File: config.mk
export PLATFORM = sky130hd
export DESIGN_NAME = instr_loader
export DESIGN_NICKNAME = d
export VERILOG_FILES = /design/src/rtl/instr_loader_pkg.sv /design/src/rtl/instr_loader_byte_assembler.sv /design/src/rtl/instr_loader.sv
export SDC_FILE = /design/constraint.sdc
export NUM_CORES = 1
export LEC_CHECK = 0
export ABC_AREA = 1
export ABC_CLOCK_PERIOD_IN_PS = 4050
export BUFFER_PORTS_ARGS = -buffer_cell sky130_fd_sc_hd__buf_2
export CORE_MARGIN = 4
export CORE_UTILIZATION = 50
export DETAILED_ROUTE_END_ITERATION = 16
export PLACE_DENSITY_LB_ADDON = 0.08
export RECOVER_POWER = 25
export SLEW_MARGIN = 20
export SYNTH_ARGS = -nofsm -noshare
export SYNTH_HDL_FRONTEND = slang
export SYNTH_SLANG_ARGS = --single-unit
File: constraint.sdc
create_clock -name clk -period 4.05 [get_ports clk]
set_input_delay 0.2025 -clock clk [delete_from_list [all_inputs] [get_ports clk]]
set_output_delay 0.2025 -clock clk [all_outputs]
set_load 0.05 [all_outputs]
File: src/rtl/instr_loader_pkg.sv
// -----------------------------------------------------------------------------
// instr_loader_pkg
// Shared definitions for the instruction loader: FSM state encoding, stream
// framing constants and the default instruction-memory depth.
// Ports: none (package).
// -----------------------------------------------------------------------------
package instr_loader_pkg;

    localparam int DEFAULT_DEPTH = 256;
    localparam int LEN_BYTES     = 2;
    localparam int WORD_BYTES    = 4;
    localparam int WORD_W        = 8 * WORD_BYTES;

    typedef enum logic [2:0] {
        IDLE   = 3'd0,
        LEN_LO = 3'd1,
        LEN_HI = 3'd2,
        WORD   = 3'd3,
        CHK    = 3'd4,
        FIN    = 3'd5,
        ERR    = 3'd6
    } state_t;

endpackage

File: src/rtl/instr_loader_byte_assembler.sv
// -----------------------------------------------------------------------------
// byte_assembler
// Shifts incoming program bytes (least-significant first) into a 32-bit word
// and raises a one-cycle word_valid pulse in the cycle after the last byte of
// a word was taken.
// Ports:
//   clk        in   clock
//   rst_n      in   asynchronous active-low reset
//   byte_valid in   a word byte is accepted this cycle
//   byte_data  in   the accepted byte
//   last_byte  in   the accepted byte is the 4th byte of its word
//   word_valid out  one-cycle pulse, word_data holds a complete word
//   word_data  out  assembled word {b3,b2,b1,b0}
// -----------------------------------------------------------------------------
module byte_assembler
    import instr_loader_pkg::*;
(
    input  logic              clk,
    input  logic              rst_n,
    input  logic              byte_valid,
    input  logic [7:0]        byte_data,
    input  logic              last_byte,
    output logic              word_valid,
    output logic [WORD_W-1:0] word_data
);

    logic [WORD_W-1:0] shift_reg;

    // New bytes enter at the top so after four shifts the first byte sits in
    // bits [7:0]. A byte arriving during the word_valid cycle only changes
    // the register at the end of that cycle, so the presented word is intact.
    always_ff @(posedge clk or negedge rst_n) begin
        if (!rst_n) begin
            shift_reg  <= '0;
            word_valid <= 1'b0;
        end else begin
            word_valid <= byte_valid && last_byte;
            if (byte_valid) begin
                shift_reg <= {byte_data, shift_reg[WORD_W-1:8]};
            end
        end
    end

    assign word_data = shift_reg;

endmodule

File: src/rtl/instr_loader.sv
// -----------------------------------------------------------------------------
// instr_loader
// Receives a program over a byte stream (16-bit word count, low byte first,
// then N little-endian 32-bit words) and writes it into instruction memory,
// holding the CPU in reset until a load has completed.
// Optional feature: define INSTR_LOADER_CHECKSUM_EN to expect one trailing
// checksum byte (XOR of all preceding stream bytes) checked in CHK.
// Parameters:
//   DEPTH      number of 32-bit words in the target memory
//   BASE_ADDR  byte address of the first word
// Ports:
//   clk       in   clock
//   rst_n     in   asynchronous active-low reset
//   start     in   one-cycle load request (ignored while busy)
//   rx_valid  in   rx_data carries a byte
//   rx_data   in   incoming program byte
//   rx_ready  out  a byte is accepted this cycle when rx_valid is high
//   wr_en     out  instruction-memory write strobe
//   wr_addr   out  word-aligned write byte address
//   wr_data   out  instruction word to write
//   cpu_hold  out  keeps the processor in reset unless the load finished
//   busy      out  load in progress
//   done      out  last load completed
//   error     out  last load aborted
// -----------------------------------------------------------------------------
module instr_loader
    import instr_loader_pkg::*;
#(
    parameter int          DEPTH     = DEFAULT_DEPTH,
    parameter logic [31:0] BASE_ADDR = 32'h0000_0000
)
(
    input  logic        clk,
    input  logic        rst_n,
    input  logic        start,
    input  logic        rx_valid,
    input  logic [7:0]  rx_data,
    output logic        rx_ready,
    output logic        wr_en,
    output logic [31:0] wr_addr,
    output logic [31:0] wr_data,
    output logic        cpu_hold,
    output logic        busy,
    output logic        done,
    output logic        error
);

    // One extra bit so the index can reach DEPTH without wrapping.
    localparam int          IDX_W   = $clog2(DEPTH) + 1;
    localparam logic [31:0] DEPTH_U = 32'(DEPTH);
    localparam logic [31:0] BASE_AL = BASE_ADDR & 32'hFFFF_FFFC;

    state_t            state;
    state_t            state_next;
    logic [1:0]        byte_cnt;
    logic [IDX_W-1:0]  word_idx;
    logic [7:0]        len_lo;
    logic [15:0]       word_count;
    logic [31:0]       addr_reg;
    logic              accept;
    logic              start_load;
    logic              word_byte;
    logic              last_byte;
    logic              last_word;
    logic [15:0]       len_in;
`ifdef INSTR_LOADER_CHECKSUM_EN
    logic [7:0]        csum;
`endif

    assign accept     = rx_valid && rx_ready;
    assign start_load = start && (state == IDLE || state == FIN || state == ERR);
    assign word_byte  = accept && (state == WORD);
    assign last_byte  = (byte_cnt == 2'd3);
    assign last_word  = (32'(word_idx) + 32'd1) == 32'(word_count);
    assign len_in     = {rx_data, len_lo};

    // Status outputs decode straight from the state register, so they take
    // their idle values the moment reset forces IDLE.
    always_comb begin
        rx_ready = 1'b0;
        case (state)
            LEN_LO, LEN_HI, WORD: rx_ready = 1'b1;
`ifdef INSTR_LOADER_CHECKSUM_EN
            CHK:                  rx_ready = 1'b1;
`endif
            default:              rx_ready = 1'b0;
        endcase
    end

    assign busy     = (state == LEN_LO) || (state == LEN_HI) ||
                      (state == WORD)   || (state == CHK);
    assign done     = (state == FIN);
    assign error    = (state == ERR);
    assign cpu_hold = (state != FIN);
    assign wr_addr  = addr_reg;

    // Next-state logic. An oversized count aborts before any write; a zero
    // count skips straight to the check state.
    always_comb begin
        state_next = state;
        case (state)
            IDLE, FIN, ERR: begin
                if (start) state_next = LEN_LO;
            end
            LEN_LO: begin
                if (accept) state_next = LEN_HI;
            end
            LEN_HI: begin
                if (accept) begin
                    if (32'(len_in) > DEPTH_U) state_next = ERR;
                    else if (len_in == 16'd0)  state_next = CHK;
                    else                       state_next = WORD;
                end
            end
            WORD: begin
                if (accept && last_byte && last_word) state_next = CHK;
            end
            CHK: begin
`ifdef INSTR_LOADER_CHECKSUM_EN
                if (accept) state_next = (rx_data == csum) ? FIN : ERR;
`else
                state_next = FIN;
`endif
            end
            default: state_next = IDLE;
        endcase
    end

    always_ff @(posedge clk or negedge rst_n) begin
        if (!rst_n) state <= IDLE;
        else        state <= state_next;
    end

    // Counters, captured length and write address. The address is latched
    // together with the 4th byte so it lines up with the write pulse that
    // follows one cycle later.
    always_ff @(posedge clk or negedge rst_n) begin
        if (!rst_n) begin
            byte_cnt   <= '0;
            word_idx   <= '0;
            len_lo     <= '0;
            word_count <= '0;
            addr_reg   <= '0;
        end else if (start_load) begin
            byte_cnt   <= '0;
            word_idx   <= '0;
            len_lo     <= '0;
            word_count <= '0;
        end else begin
            if (accept && state == LEN_LO) len_lo <= rx_data;
            if (accept && state == LEN_HI) word_count <= len_in;
            if (word_byte) begin
                byte_cnt <= byte_cnt + 2'd1;
                if (last_byte) begin
                    addr_reg <= BASE_AL + (32'(word_idx) << 2);
                    word_idx <= word_idx + 1'b1;
                end
            end
        end
    end

`ifdef INSTR_LOADER_CHECKSUM_EN
    // Running XOR over the count bytes and all word bytes.
    always_ff @(posedge clk or negedge rst_n) begin
        if (!rst_n) begin
            csum <= '0;
        end else if (start_load) begin
            csum <= '0;
        end else if (accept && (state == LEN_LO || state == LEN_HI || state == WORD)) begin
            csum <= csum ^ rx_data;
        end
    end
`endif

    byte_assembler u_assembler (
        .clk        (clk),
        .rst_n      (rst_n),
        .byte_valid (word_byte),
        .byte_data  (rx_data),
        .last_byte  (last_byte),
        .word_valid (wr_en),
        .word_data  (wr_data)
    );

endmodule

==> qor.txt, run 1 <==
Ratio of cells with drive above 1 in the final layout: 18.54%
Post-cts sizing count: 0
DR WL/cell: 12.85 um
Number of fill cells: 712
Lkg Pwr: 2.390 nW
Sink Count: 80
Setup crit start kind: input port
Slew Limit Headroom: -28.73%
NetSw: 1.651 mW
Part of the total power dissipated in combinational logic: 45.8%
Area overhead of the layout relative to synthesis: 11.10%
Synth warnings: 0
Reg clk slew, reported paths: 0.08 ns
Failing checks: max-capacitance violations, max-slew violations
Cell with the biggest individual delay on the critical path: sky130_fd_sc_hd__clkbuf_2
Worst EP required: 4.13 ns
Share of the cycle needed by the critical path after routing: 51.15%
Final antenna diode count: 0
Total of flip-flops plus latches after synthesis: 80
Vias after detailed routing: 3038
Switching share of total power: 49.81%
Remaining global-route overflow: 0
Std-Cell Rows: 31
Total wirelength of the detailed-routed design: 8132 um
Worst-path fanout max: 80
Path category of the worst min-delay check: in2reg
Drt first-iter violations: 193
Worst-Margin Slew: 1.931 ns
Type of element capturing the critical path: async pin
Capture point of the critical path: len_lo[4]
Setup repair after global routing missed its margin: no
Hpwl dp: 5849 um
Part of the total power dissipated in sequential elements: 37.8%
Maximum clock path buffer count: 2
Number of instances in the synthesized netlist: 470
Reg-to-reg critical path endpoint: byte_cnt[0]
Final sum of negative setup slack: 0 ns
Internal power: 1.664 mW
Final setup vio count: 0
Root Buffer: sky130_fd_sc_hd__clkbuf_8
Setup slack of the most critical reg-to-reg path: 2.00 ns
Register cell area after layout: 2002 um^2
Critical path cell sequence: dlygate4sd3_1 > clkbuf_2
Hold Crit Start: rx_data[5]
Deepest level of the CTS H-tree: 3
Number of nets in the layout: 543
Final estimated routing congestion in global placement: 0.8552
Pin count of the biggest net entering global routing: 81
Bufs and invs on worst path: 2
Clock share of power: 16.4%
Worst endpoint data arrival time: 2.15 ns
Clock period minus final worst setup slack: 2.071 ns
Hold violation total from the final report: 0
Post-layout worst setup margin: 1.979 ns
Worst slack, placed: 2.016 ns
Most frequent cells in the layout: sky130_fd_sc_hd__nand2_1, sky130_fd_sc_hd__dfrtp_1, sky130_fd_sc_hd__buf_2, sky130_fd_sc_hd__inv_1, sky130_fd_sc_hd__o21ai_1
Total global routing track utilization: 18.96%
Initial antenna violation count: 0
R2R depth: 8
Final Util: 58.64%
Worst R2R Start: state[2]
Run status: finished, violations left
Vias in the first global route: 2918
Area of the die: 9299 um^2
Fmax achieved: 482.8 MHz
Most common cell after layout, fill and taps aside: sky130_fd_sc_hd__nand2_1
Worst skew pair latency: 0.34 ns
Total of max-cap violations: 1
Detailed-router iteration count before antenna repair: 5
Vias per Instance: 4.799
Number of port buffers: 58
Cell Area, Synth: 3910 um^2
CTS tree: done
CTS buffer count: 9
Sequential element share of the synthesized area: 51.20%
Critical path depth in cells: 2
Critical path's top delay family: buffers and inverters
Total count of max-transition violations in the final report: 81
Most area-consuming cells after synthesis: sky130_fd_sc_hd__dfrtp_1, sky130_fd_sc_hd__nand2_1, sky130_fd_sc_hd__inv_1, sky130_fd_sc_hd__o21ai_1, sky130_fd_sc_hd__buf_4
Cell taking the most area after synthesis: sky130_fd_sc_hd__dfrtp_1
Area share of the leading cell type in the synthesized netlist: 51.20%
Effective utilization at floorplan: 52.78%
Pwr dens: 763.1 nW/um^2
Launching instance or port of the critical path: rst_n
Placeable core region: 7408 um^2
Average size of a mapped cell: 8.319 um^2
Number of primary I/O pins: 82
Die Wd: 96.43 um
# DRC: 0
Die height: 96.43 um
Peak per-stage delay on the critical path: 1.38 ns
Count of antenna-violating nets left after detailed routing: 0
Unique masters post-synth: 32
Clock skew: 0.008673 ns
CP Class: in2async
Multi-input logic area: 1504 um^2
First-pass GRT wire length: 13680 um
VDD IR max: 0.5167 mV
==> cell families after synthesis <==
group / share of synthesized area (%)
AO/OA/AOI/OAI: 10.40
XOR/XNOR: 0.6721
adder cells (fa/ha/maj): 0.6399
buffers and inverters: 12.45
flip-flops: 51.20
other: 0.09591
AND/OR/NAND/NOR: 24.54
==> cells in the mapped netlist <==
cell type and instances:
sky130_fd_sc_hd__nand2_1 152, sky130_fd_sc_hd__dfrtp_1 80, sky130_fd_sc_hd__inv_1 54, sky130_fd_sc_hd__o21ai_1 37, sky130_fd_sc_hd__nor2_1 28, sky130_fd_sc_hd__buf_4 23, sky130_fd_sc_hd__nand3_1 20, sky130_fd_sc_hd__o21ai_0 13
sky130_fd_sc_hd__buf_2 6, sky130_fd_sc_hd__o22ai_1 6, sky130_fd_sc_hd__a22oi_1 5, sky130_fd_sc_hd__buf_6 5, sky130_fd_sc_hd__inv_2 5, sky130_fd_sc_hd__nand3b_1 5, sky130_fd_sc_hd__a22oi_2 4, sky130_fd_sc_hd__nor2_4 4
sky130_fd_sc_hd__nor2_2 3, sky130_fd_sc_hd__ha_1 2, sky130_fd_sc_hd__nand2_2 2, sky130_fd_sc_hd__nand2_4 2, sky130_fd_sc_hd__nand4_1 2, sky130_fd_sc_hd__xor2_1 2, sky130_fd_sc_hd__a21oi_1 1, sky130_fd_sc_hd__a31oi_1 1
sky130_fd_sc_hd__a31oi_2 1, sky130_fd_sc_hd__conb_1 1, sky130_fd_sc_hd__inv_4 1, sky130_fd_sc_hd__nor2_8 1, sky130_fd_sc_hd__nor3_1 1, sky130_fd_sc_hd__nor3_2 1, sky130_fd_sc_hd__o21bai_1 1, sky130_fd_sc_hd__xnor2_1 1
==> per-stage QoR <==
stage          instance area (um^2)  power [mW]  instances  hold WS (ns)
2_1_floorplan                  3993       2.478        492      -0.09309
3_3_place_gp                   4158       2.762        616        0.4364
3_5_place_dp                   4158       2.793        616        0.4320
4_1_cts                        4337       3.336        632       0.05250
5_1_grt                        4344       3.535        633        0.1080
6_report                       4344       3.315        633        0.1026
==> layer usage <==
layer / vias up / GRT usage, % / share of wire [%] / routed length, um
met2: 77 / 31.17 / 48 / 3881
met5: - / 0 / 0 / 0
met3: 7 / 3.098 / 4.7 / 383
li1: 1550 / - / - / -
met1: 1404 / 25.61 / 46 / 3779
met4: 0 / 6.308 / 1.1 / 87
==> how the worst min path moves through the flow <==
stage          depth (start not counted)                   endpoint  slack (ns)
2_1_floorplan                          0                byte_cnt[0]       -0.09
5_1_grt                                3  u_assembler.word_data[30]        0.11
3_5_place_dp                           1                 wr_addr[3]        0.43
6_report                               3  u_assembler.word_data[29]        0.10
3_3_place_gp                           1     u_assembler.word_valid        0.44
4_1_cts                                1   u_assembler.word_data[2]        0.05
==> power by group through the flow <==
stage	Combinational, mW	Clock [mW]	Sequential, mW
3_3_place_gp	1.50	0	1.26
5_1_grt	1.66	0.592	1.28
2_1_floorplan	0.774	0	1.70
4_1_cts	1.53	0.554	1.25
6_report	1.52	0.543	1.25
3_5_place_dp	1.53	0	1.26
==> registers in the layout, indices dropped and copies added (netlist names) <==
register / flops
u_assembler.word_data: 32
word_count: 16
word_idx: 9
wr_addr: 9
len_lo: 8
state: 3
byte_cnt: 2
u_assembler.word_valid: 1
==> timing repair <==
action	4_1_cts	5_1_grt
endpoints found under the hold margin	0	80
hold buffers	0	1
buffers inserted	0	0
setup endpoints to repair	0	0
==> cell type report <==
type,count,area share (%)
Timing Repair Buffer,60,7.085
Clock buffer,10,3.168
Tap cell,99,2.851
Inverter,60,5.242
Multi-Input combinational cell,318,34.62
Clock inverter,6,0.9505
Sequential cell,80,46.08
(Power assumes the default switching activity.)
==> inputs of run 2 (changes only) <==
--- a/config.mk
+++ b/config.mk
@@ -5,8 +5,8 @@
 export SDC_FILE = /design/constraint.sdc
 export NUM_CORES = 1
 export LEC_CHECK = 0
-export ABC_AREA = 1
-export ABC_CLOCK_PERIOD_IN_PS = 4050
+export ABC_AREA = 0
+export ABC_CLOCK_PERIOD_IN_PS = 1990
 export BUFFER_PORTS_ARGS = -buffer_cell sky130_fd_sc_hd__buf_2
 export CORE_MARGIN = 4
 export CORE_UTILIZATION = 50
==> constraint.sdc (replaced) <==
create_clock -name clk -period 1.99 [get_ports clk]
set_input_delay 0.0995 -clock clk [delete_from_list [all_inputs] [get_ports clk]]
set_output_delay 0.0995 -clock clk [all_outputs]
set_load 0.05 [all_outputs]
==> run 2 against run 1 <==
  * The run now ends clean
  * Cell count up 1.4%
  * Via count up 4.9%
  * Flip-flop and latch count unchanged
  * Total power up 120%
  * Register-to-register slack worse by 2.0 ns
  * Core utilization up 2.1 points
  * Worst setup slack worse by 2.0 ns
  * Global-route usage up 0.25 points
  * Worst hold slack worse by 0.089 ns
  * Area after synthesis up 0.26%
  * Critical endpoint is now state[1]
  * Largest power group unchanged
==> qor.txt, run 2 <==
Run status: complete, no violations
Vias after detailed routing: 3188 (+4.9%)
DR WL/cell: 13.44 um (+4.6%)
Die height: 96.55 um (+0.12%)
Hold Path Cell Cnt: 3 (unchanged)
Top cell types by occurrence after synthesis: sky130_fd_sc_hd__nand2_1, sky130_fd_sc_hd__dfrtp_1, sky130_fd_sc_hd__buf_4, sky130_fd_sc_hd__o21ai_0, sky130_fd_sc_hd__a21oi_1
Pin count of the biggest net entering global routing: 44 (-46%)
Die Wd: 96.55 um (+0.12%)
Cell taking the most area after synthesis: sky130_fd_sc_hd__dfrtp_1
Worst EP required: 2.21 ns (-1.92 ns)
Vias per Instance: 4.966 (+3.5%)
Proportion of register bits with asynchronous set or reset after synthesis: 100.0% (unchanged)
Peak per-stage delay on the critical path: 0.43 ns (-0.95 ns)
Hpwl dp: 6171 um (+5.5%)
Total count of max-transition violations in the final report: 0 (-100%)
Worst R2R Start: word_idx[0]
Initial antenna violation count: 0 (unchanged)
Worst skew pair latency: 0.35 ns (about the same)
Effective utilization at floorplan: 50.99% (-1.8 points)
Number of fill cells: 756 (+6.2%)
Area of the die: 9321 um^2 (+0.24%)
Number of primary I/O pins: 82 (unchanged)
Worst-path fanout max: 5 (-94%)
Post-layout worst setup margin: 0.00009903 ns (-1.979 ns)
Capture point of the critical path: state[1]
Share of the cycle needed by the critical path after routing: 100.0%
Slew Limit Headroom: 37.91% (+67 points)
CTS buffer count: 9 (unchanged)
Average size of a mapped cell: 8.578 um^2 (+3.1%)
Ratio of cells with drive above 1 in the final layout: 22.22% (+3.7 points)
NetSw: 3.366 mW (+100%)
Detailed-router iteration count before antenna repair: 5 (unchanged)
Top FF cell, synth: sky130_fd_sc_hd__dfrtp_1
Number of port buffers: 58 (unchanged)
Final Util: 60.77% (+2.1 points)
CP Class: reg2reg
Cell with the biggest individual delay on the critical path: sky130_fd_sc_hd__dfrtp_2
Most common cell after layout, fill and taps aside: sky130_fd_sc_hd__nand2_1
Most area-consuming cells after synthesis: sky130_fd_sc_hd__dfrtp_1, sky130_fd_sc_hd__nand2_1, sky130_fd_sc_hd__buf_4, sky130_fd_sc_hd__o21ai_0, sky130_fd_sc_hd__a21oi_1
Critical path depth in cells: 7 (+5)
Reg-to-reg critical path endpoint: state[1]
Part of the total power dissipated in combinational logic: 45.4% (-0.4 points)
CTS tree: done
Clock share of power: 19.4% (+3.0 points)
Final setup vio count: 0 (unchanged)
Setup slack of the most critical reg-to-reg path: 0.0001 ns (-2.00 ns)
Number of nets in the layout: 550 (+1.3%)
Vias in the first global route: 2952 (+1.2%)
Count of antenna-violating nets left after detailed routing: 0 (unchanged)
Most instantiated library cell after synthesis: sky130_fd_sc_hd__nand2_1
Fmax achieved: 502.5 MHz
First-pass GRT wire length: 13890 um (+1.5%)
Std-Cell Rows: 32 (+3.2%)
Area share of the leading cell type in the synthesized netlist: 51.07% (-0.13 points)
Total wirelength of the detailed-routed design: 8628 um (+6.1%)
Sequential element share of the synthesized area: 51.07% (-0.13 points)
Number of enable flip-flop cells after synthesis: 0 (unchanged)
Worst slack, placed: -0.1244 ns (-2.140 ns)
Type of element capturing the critical path: flop
Final estimated routing congestion in global placement: 0.8569 (+0.20%)
Critical path's top delay family: compound AO/OA/AOI/OAI gates
Clock period minus final worst setup slack: 1.990 ns
Final antenna diode count: 0 (unchanged)
Clock skew: 0.007239 ns (-0.001434 ns)
# DRC: 0 (unchanged)
Deepest level of the CTS H-tree: 3 (unchanged)
Maximum clock path buffer count: 2 (unchanged)
Root Buffer: sky130_fd_sc_hd__clkbuf_8
Placeable core region: 7687 um^2 (+3.8%)
Total of max-cap violations: 0 (-1)
Unique masters post-synth: 47 (+47%)
Hold violation total from the final report: 0 (unchanged)
Worst-Margin Slew: 0.9313 ns (-0.9996 ns)
Pwr dens: 1542 nW/um^2 (+100%)
Number of flip-flops in the largest register: 32 (unchanged)
Reg clk slew, reported paths: 0.08 ns (about the same)
Launching instance or port of the critical path: word_idx[0]
Area overhead of the layout relative to synthesis: 19.18%
Final-layout worst hold slack: 0.01376 ns (-0.08887 ns)
Switching share of total power: 46.73% (-3.1 points)
Sink Count: 80 (unchanged)
Path category of the worst min-delay check: in2reg
Setup repair after global routing missed its margin: yes
Internal power: 3.837 mW (+130%)
Setup crit start kind: flop
Most frequent cells in the layout: sky130_fd_sc_hd__nand2_1, sky130_fd_sc_hd__dfrtp_1, sky130_fd_sc_hd__buf_2, sky130_fd_sc_hd__buf_4, sky130_fd_sc_hd__o21ai_0
Remaining global-route overflow: 0 (unchanged)
Multi-input logic area: 1743 um^2 (+16%)
R2R depth: 7 (-1)
Lkg Pwr: 2.425 nW (+1.5%)
Worst endpoint data arrival time: 2.21 ns (+0.06 ns)
Bufs and invs on worst path: 1 (-1)
Total of flip-flops plus latches after synthesis: 80 (unchanged)
Cell Area, Synth: 3920 um^2 (+0.26%)
Register cell area after layout: 2004 um^2 (+0.12%)
VDD IR max: 0.6379 mV (+23%)
Synth warnings: 0 (unchanged)
Critical path cell sequence: buf_4 > nand3_4 > nor2_1 > or3b_1 > o32a_1 > a2111oi_4 > o21ai_1
Drt first-iter violations: 154 (-20%)
Total global routing track utilization: 19.21% (+0.25 points)
Part of the total power dissipated in sequential elements: 35.2% (-2.6 points)
Number of instances in the synthesized netlist: 457 (-2.8%)
## run 2: cell types whose count changed after synthesis, sizes merged, moves of 5 or more
| cell | change |
|---|---|
| inv | -54 |
| nand2 | +34 |
| o21ai | -24 |
| a21oi | +21 |
| nor2 | -20 |
| nand3 | -15 |
| clkbuf | +14 |
| xnor2 | +9 |
| a22oi | -7 |
| o22ai | -6 |
| o31ai | +5 |
## run 2: per-stage QoR
stage               cells  power, mW  cell area, um^2   TNS, ns
global placement      623      5.773             4388  -0.02866
global route          642      7.642             4672   -0.2648
floorplan             479      5.025             4030         0
detailed placement    623      5.841             4388   -0.3084
CTS                   642      7.254             4673         0
finish                642      7.204             4672         0
## run 2: worst min-delay path by stage
| stage | start | end | slack, ns |
|---|---|---|---|
| after global routing | rx_data[3] | u_assembler.word_data[27] | 0.01 |
| after detailed placement | rst_n | wr_addr[8] | 0.11 |
| after floorplan | rst_n | byte_cnt[0] | -0.20 |
| after global placement | rst_n | wr_addr[7] | 0.1 |
| after CTS | rx_data[3] | u_assembler.word_data[27] | 0.003 |
| final | rx_data[6] | u_assembler.word_data[30] | 0.01 |
## run 2: repair_timing
action,CTS,global route
hold buffers,3,0
gates cloned,0,0
endpoints found under the hold margin,39,0
resized for setup,5,2
setup buffers,1,0
pin swaps,4,2
setup endpoints to repair,3,3
## run 2: area by class of cell
class | instances | area share (%)
tap | 102 | 2.732
inverter | 7 | 0.5624
sequential | 80 | 42.90
clock buffer | 9 | 2.651
timing repair buffer | 90 | 11.52
multi-input combinational | 348 | 37.31
clock inverter | 6 | 2.330
## run 2: layer usage
metal	vias up	GRT usage (%)	wire length, um	share of wire [%]
li1	1604	-	-	-
met1	1492	28.11	4175	48
met2	79	28.45	3917	45
met3	13	3.873	388	4.5
met4	0	6.425	146	1.7
met5	-	0	0	0
## run 2: power by group through the flow
| stage | registers (mW) | logic, mW | clock network (mW) |
|---|---|---|---|
| after floorplan | 3.57 | 1.46 | 0 |
| final | 2.53 | 3.27 | 1.40 |
| after global placement | 2.54 | 3.23 | 0 |
| after detailed placement | 2.56 | 3.28 | 0 |
| after global routing | 2.60 | 3.56 | 1.48 |
| after CTS | 2.53 | 3.30 | 1.42 |
## run 2: worst reg2reg max path: stages (launching register included)
cell	delay [ns]
sky130_fd_sc_hd__dfrtp_2	0.43
sky130_fd_sc_hd__buf_4	0.16
sky130_fd_sc_hd__nand3_4	0.12
sky130_fd_sc_hd__nor2_1	0.06
sky130_fd_sc_hd__or3b_1	0.34
sky130_fd_sc_hd__o32a_1	0.21
sky130_fd_sc_hd__a2111oi_4	0.41
sky130_fd_sc_hd__o21ai_1	0.13
## run 2: kinds of logic (layout without fill, tap and decap cells)
family                   count (synthesis)  after routing  synth area share, %
buffers and inverters                   51            112                7.947
multiplexers                             1              1               0.2872
adder cells (fa/ha/maj)                  2              2               0.6383
XOR/XNOR                                15             15                3.351
AO/OA/AOI/OAI                           66             66                10.15
AND/OR/NAND/NOR                        241            241                26.46
other                                    1             23              0.09566
flip-flops                              80             80                51.07
==> inputs of run 3 (changes only) <==
--- a/config.mk
+++ b/config.mk
@@ -8,6 +8,7 @@
 export ABC_AREA = 0
 export ABC_CLOCK_PERIOD_IN_PS = 1990
 export BUFFER_PORTS_ARGS = -buffer_cell sky130_fd_sc_hd__buf_2
+export CORE_ASPECT_RATIO = 0.8
 export CORE_MARGIN = 4
 export CORE_UTILIZATION = 50
 export DETAILED_ROUTE_END_ITERATION = 16
==> run 3 against run 2 <==
  * Core utilization rose by 2.1 points
  * First-iteration DRC count up 12%
  * Combinational power is essentially flat
  * Worst hold slack improved by 0.021 ns
  * Register-to-register slack barely moved
  * Flip-flop and latch count stayed put
  * Critical path depth is the same
  * Sequential share of layout area fell by 0.36 points
  * Largest cell class unchanged
  * Highest routed layer unchanged
==> qor.txt, run 3 (synthesis gave the netlist of run 2 again) <==
# DRC: 0 (unchanged)
Pwr dens: 1549 nW/um^2 (+0.48%)
Number of flip-flops in the largest register: 32 (unchanged)
Total wirelength of the detailed-routed design: 9077 um (+5.2%)
CTS tree: done
CP Class: reg2reg
Path category of the worst min-delay check: in2reg
Launching instance or port of the critical path: word_idx[0]
Number of port buffers: 58 (unchanged)
Worst endpoint data arrival time: 2.21 ns (about the same)
Hold violation total from the final report: 0 (unchanged)
Final antenna diode count: 0 (unchanged)
DR WL/cell: 13.99 um (+4.1%)
Clock skew: 0.007242 ns (+0.000002920 ns)
Total count of max-transition violations in the final report: 0 (unchanged)
Worst skew pair latency: 0.36 ns (about the same)
Worst-Margin Slew: 0.9947 ns (+0.06343 ns)
Most common cell after layout, fill and taps aside: sky130_fd_sc_hd__nand2_1
VDD IR max: 0.9244 mV (+45%)
Setup crit start kind: flop
Deepest level of the CTS H-tree: 3 (unchanged)
Number of nets in the layout: 553 (+0.55%)
Worst EP required: 2.22 ns (about the same)
Vias in the first global route: 3158 (+7.0%)
Initial antenna violation count: 0 (unchanged)
Lkg Pwr: 2.431 nW (+0.24%)
Worst R2R Start: word_idx[0]
Total of max-cap violations: 0 (unchanged)
Most frequent cells in the layout: sky130_fd_sc_hd__nand2_1, sky130_fd_sc_hd__dfrtp_1, sky130_fd_sc_hd__buf_2, sky130_fd_sc_hd__buf_4, sky130_fd_sc_hd__o21ai_0
Slew Limit Headroom: 33.69% (-4.2 points)
Area overhead of the layout relative to synthesis: 20.20%
Number of primary I/O pins: 82 (unchanged)
Placeable core region: 7497 um^2 (-2.5%)
Die Wd: 107.0 um (+11%)
Run status: complete, no violations
Effective utilization at floorplan: 52.29% (+1.3 points)
Worst-path fanout max: 5 (unchanged)
Post-layout worst setup margin: 0.007465 ns (+0.007366 ns)
Fmax achieved: 504.4 MHz (+0.37%)
Reg clk slew, reported paths: 0.09 ns (about the same)
Setup slack of the most critical reg-to-reg path: 0.007 ns (about the same)
Area of the die: 9329 um^2 (about the same)
Std-Cell Rows: 28 (-13%)
Final Util: 62.85% (+2.1 points)
Share of the cycle needed by the critical path after routing: 99.62% (-0.37 points)
Total global routing track utilization: 20.62% (+1.4 points)
Sink Count: 80 (unchanged)
Count of antenna-violating nets left after detailed routing: 0 (unchanged)
Die height: 87.20 um (-9.7%)
Setup repair after global routing missed its margin: yes
Hpwl dp: 6263 um (+1.5%)
Ratio of cells with drive above 1 in the final layout: 22.06% (-0.16 points)
Final estimated routing congestion in global placement: 0.8920 (+4.1%)
First-pass GRT wire length: 15270 um (+9.9%)
Remaining global-route overflow: 0 (unchanged)
Final-layout worst hold slack: 0.03492 ns (+0.02116 ns)
Drt first-iter violations: 173 (+12%)
Root Buffer: sky130_fd_sc_hd__clkbuf_8
Pin count of the biggest net entering global routing: 42 (-4.5%)
Hold Crit Start: rx_data[2]
Type of element capturing the critical path: flop
Clock period minus final worst setup slack: 1.983 ns (-0.007366 ns)
Vias after detailed routing: 3235 (+1.5%)
Worst slack, placed: -0.09141 ns (+0.03299 ns)
Maximum clock path buffer count: 2 (unchanged)
Final setup vio count: 0 (unchanged)
Detailed-router iteration count before antenna repair: 5 (unchanged)
CTS buffer count: 9 (unchanged)
Vias per Instance: 4.985 (+0.38%)
-- run 3: cell type report --
| class | instances | area [um^2] |
|---|---|---|
| Clock buffer | 10 | 127.6 |
| Clock inverter | 6 | 115.1 |
| Fill cell | 677 | 2785 |
| Inverter | 7 | 26.28 |
| Multi-Input combinational cell | 348 | 1739 |
| Sequential cell | 80 | 2004 |
| Tap cell | 105 | 131.4 |
| Timing Repair Buffer | 93 | 568.0 |
-- run 3: path summary, 6_finish.rpt --
check / to / depth (start not counted)
max: state[0] / 7
min: len_lo[2] / 3
max reg2reg: state[0] / 7
min reg2reg: wr_addr[10] / 2
max in group asynchronous: word_count[4] / 3
min in group asynchronous: wr_addr[7] / 2
-- run 3: critical path, stage by stage, from the launching register on --
cell	delay, ns
sky130_fd_sc_hd__dfrtp_2	0.43
sky130_fd_sc_hd__buf_4	0.17
sky130_fd_sc_hd__nand3_4	0.12
sky130_fd_sc_hd__nor2_1	0.06
sky130_fd_sc_hd__or3b_1	0.35
sky130_fd_sc_hd__o32a_1	0.21
sky130_fd_sc_hd__a2111oi_4	0.39
sky130_fd_sc_hd__o211ai_1	0.13
-- run 3: repair_timing --
item,4_1_cts,5_1_grt
hold buffers,6,0
resized for setup,4,3
pin swaps,2,0
setup buffers,1,0
hold endpoints to repair,45,0
setup endpoints to repair,3,11
-- run 3: power breakdown --
group	switching [mW]	leakage, nW	internal, mW
combinational	2.41	1.26	0.886
clock	0.623	0.117	0.843
sequential	0.395	1.06	2.14
total	3.43	2.43	3.87
-- run 3: per-layer routing --
metal	global-route usage, %	vias to the layer above	part of all wire [%]
li1	-	1608	-
met2	30.57	90	46
met5	0	-	0
met3	4.893	7	5.7
met4	5.923	0	1.1
met1	30.34	1530	48
-- run 3: metrics by stage --
| step | instances | cell area (um^2) | TNS, ns | total power [mW] |
|---|---|---|---|---|
| after detailed placement | 626 | 4392 | -0.1800 | 5.855 |
| after floorplan | 479 | 4030 | 0 | 5.025 |
| after CTS | 649 | 4711 | 0 | 7.351 |
| after global routing | 649 | 4712 | -0.2387 | 7.751 |
| final | 649 | 4712 | 0 | 7.300 |
| after global placement | 626 | 4392 | -0.05668 | 5.791 |
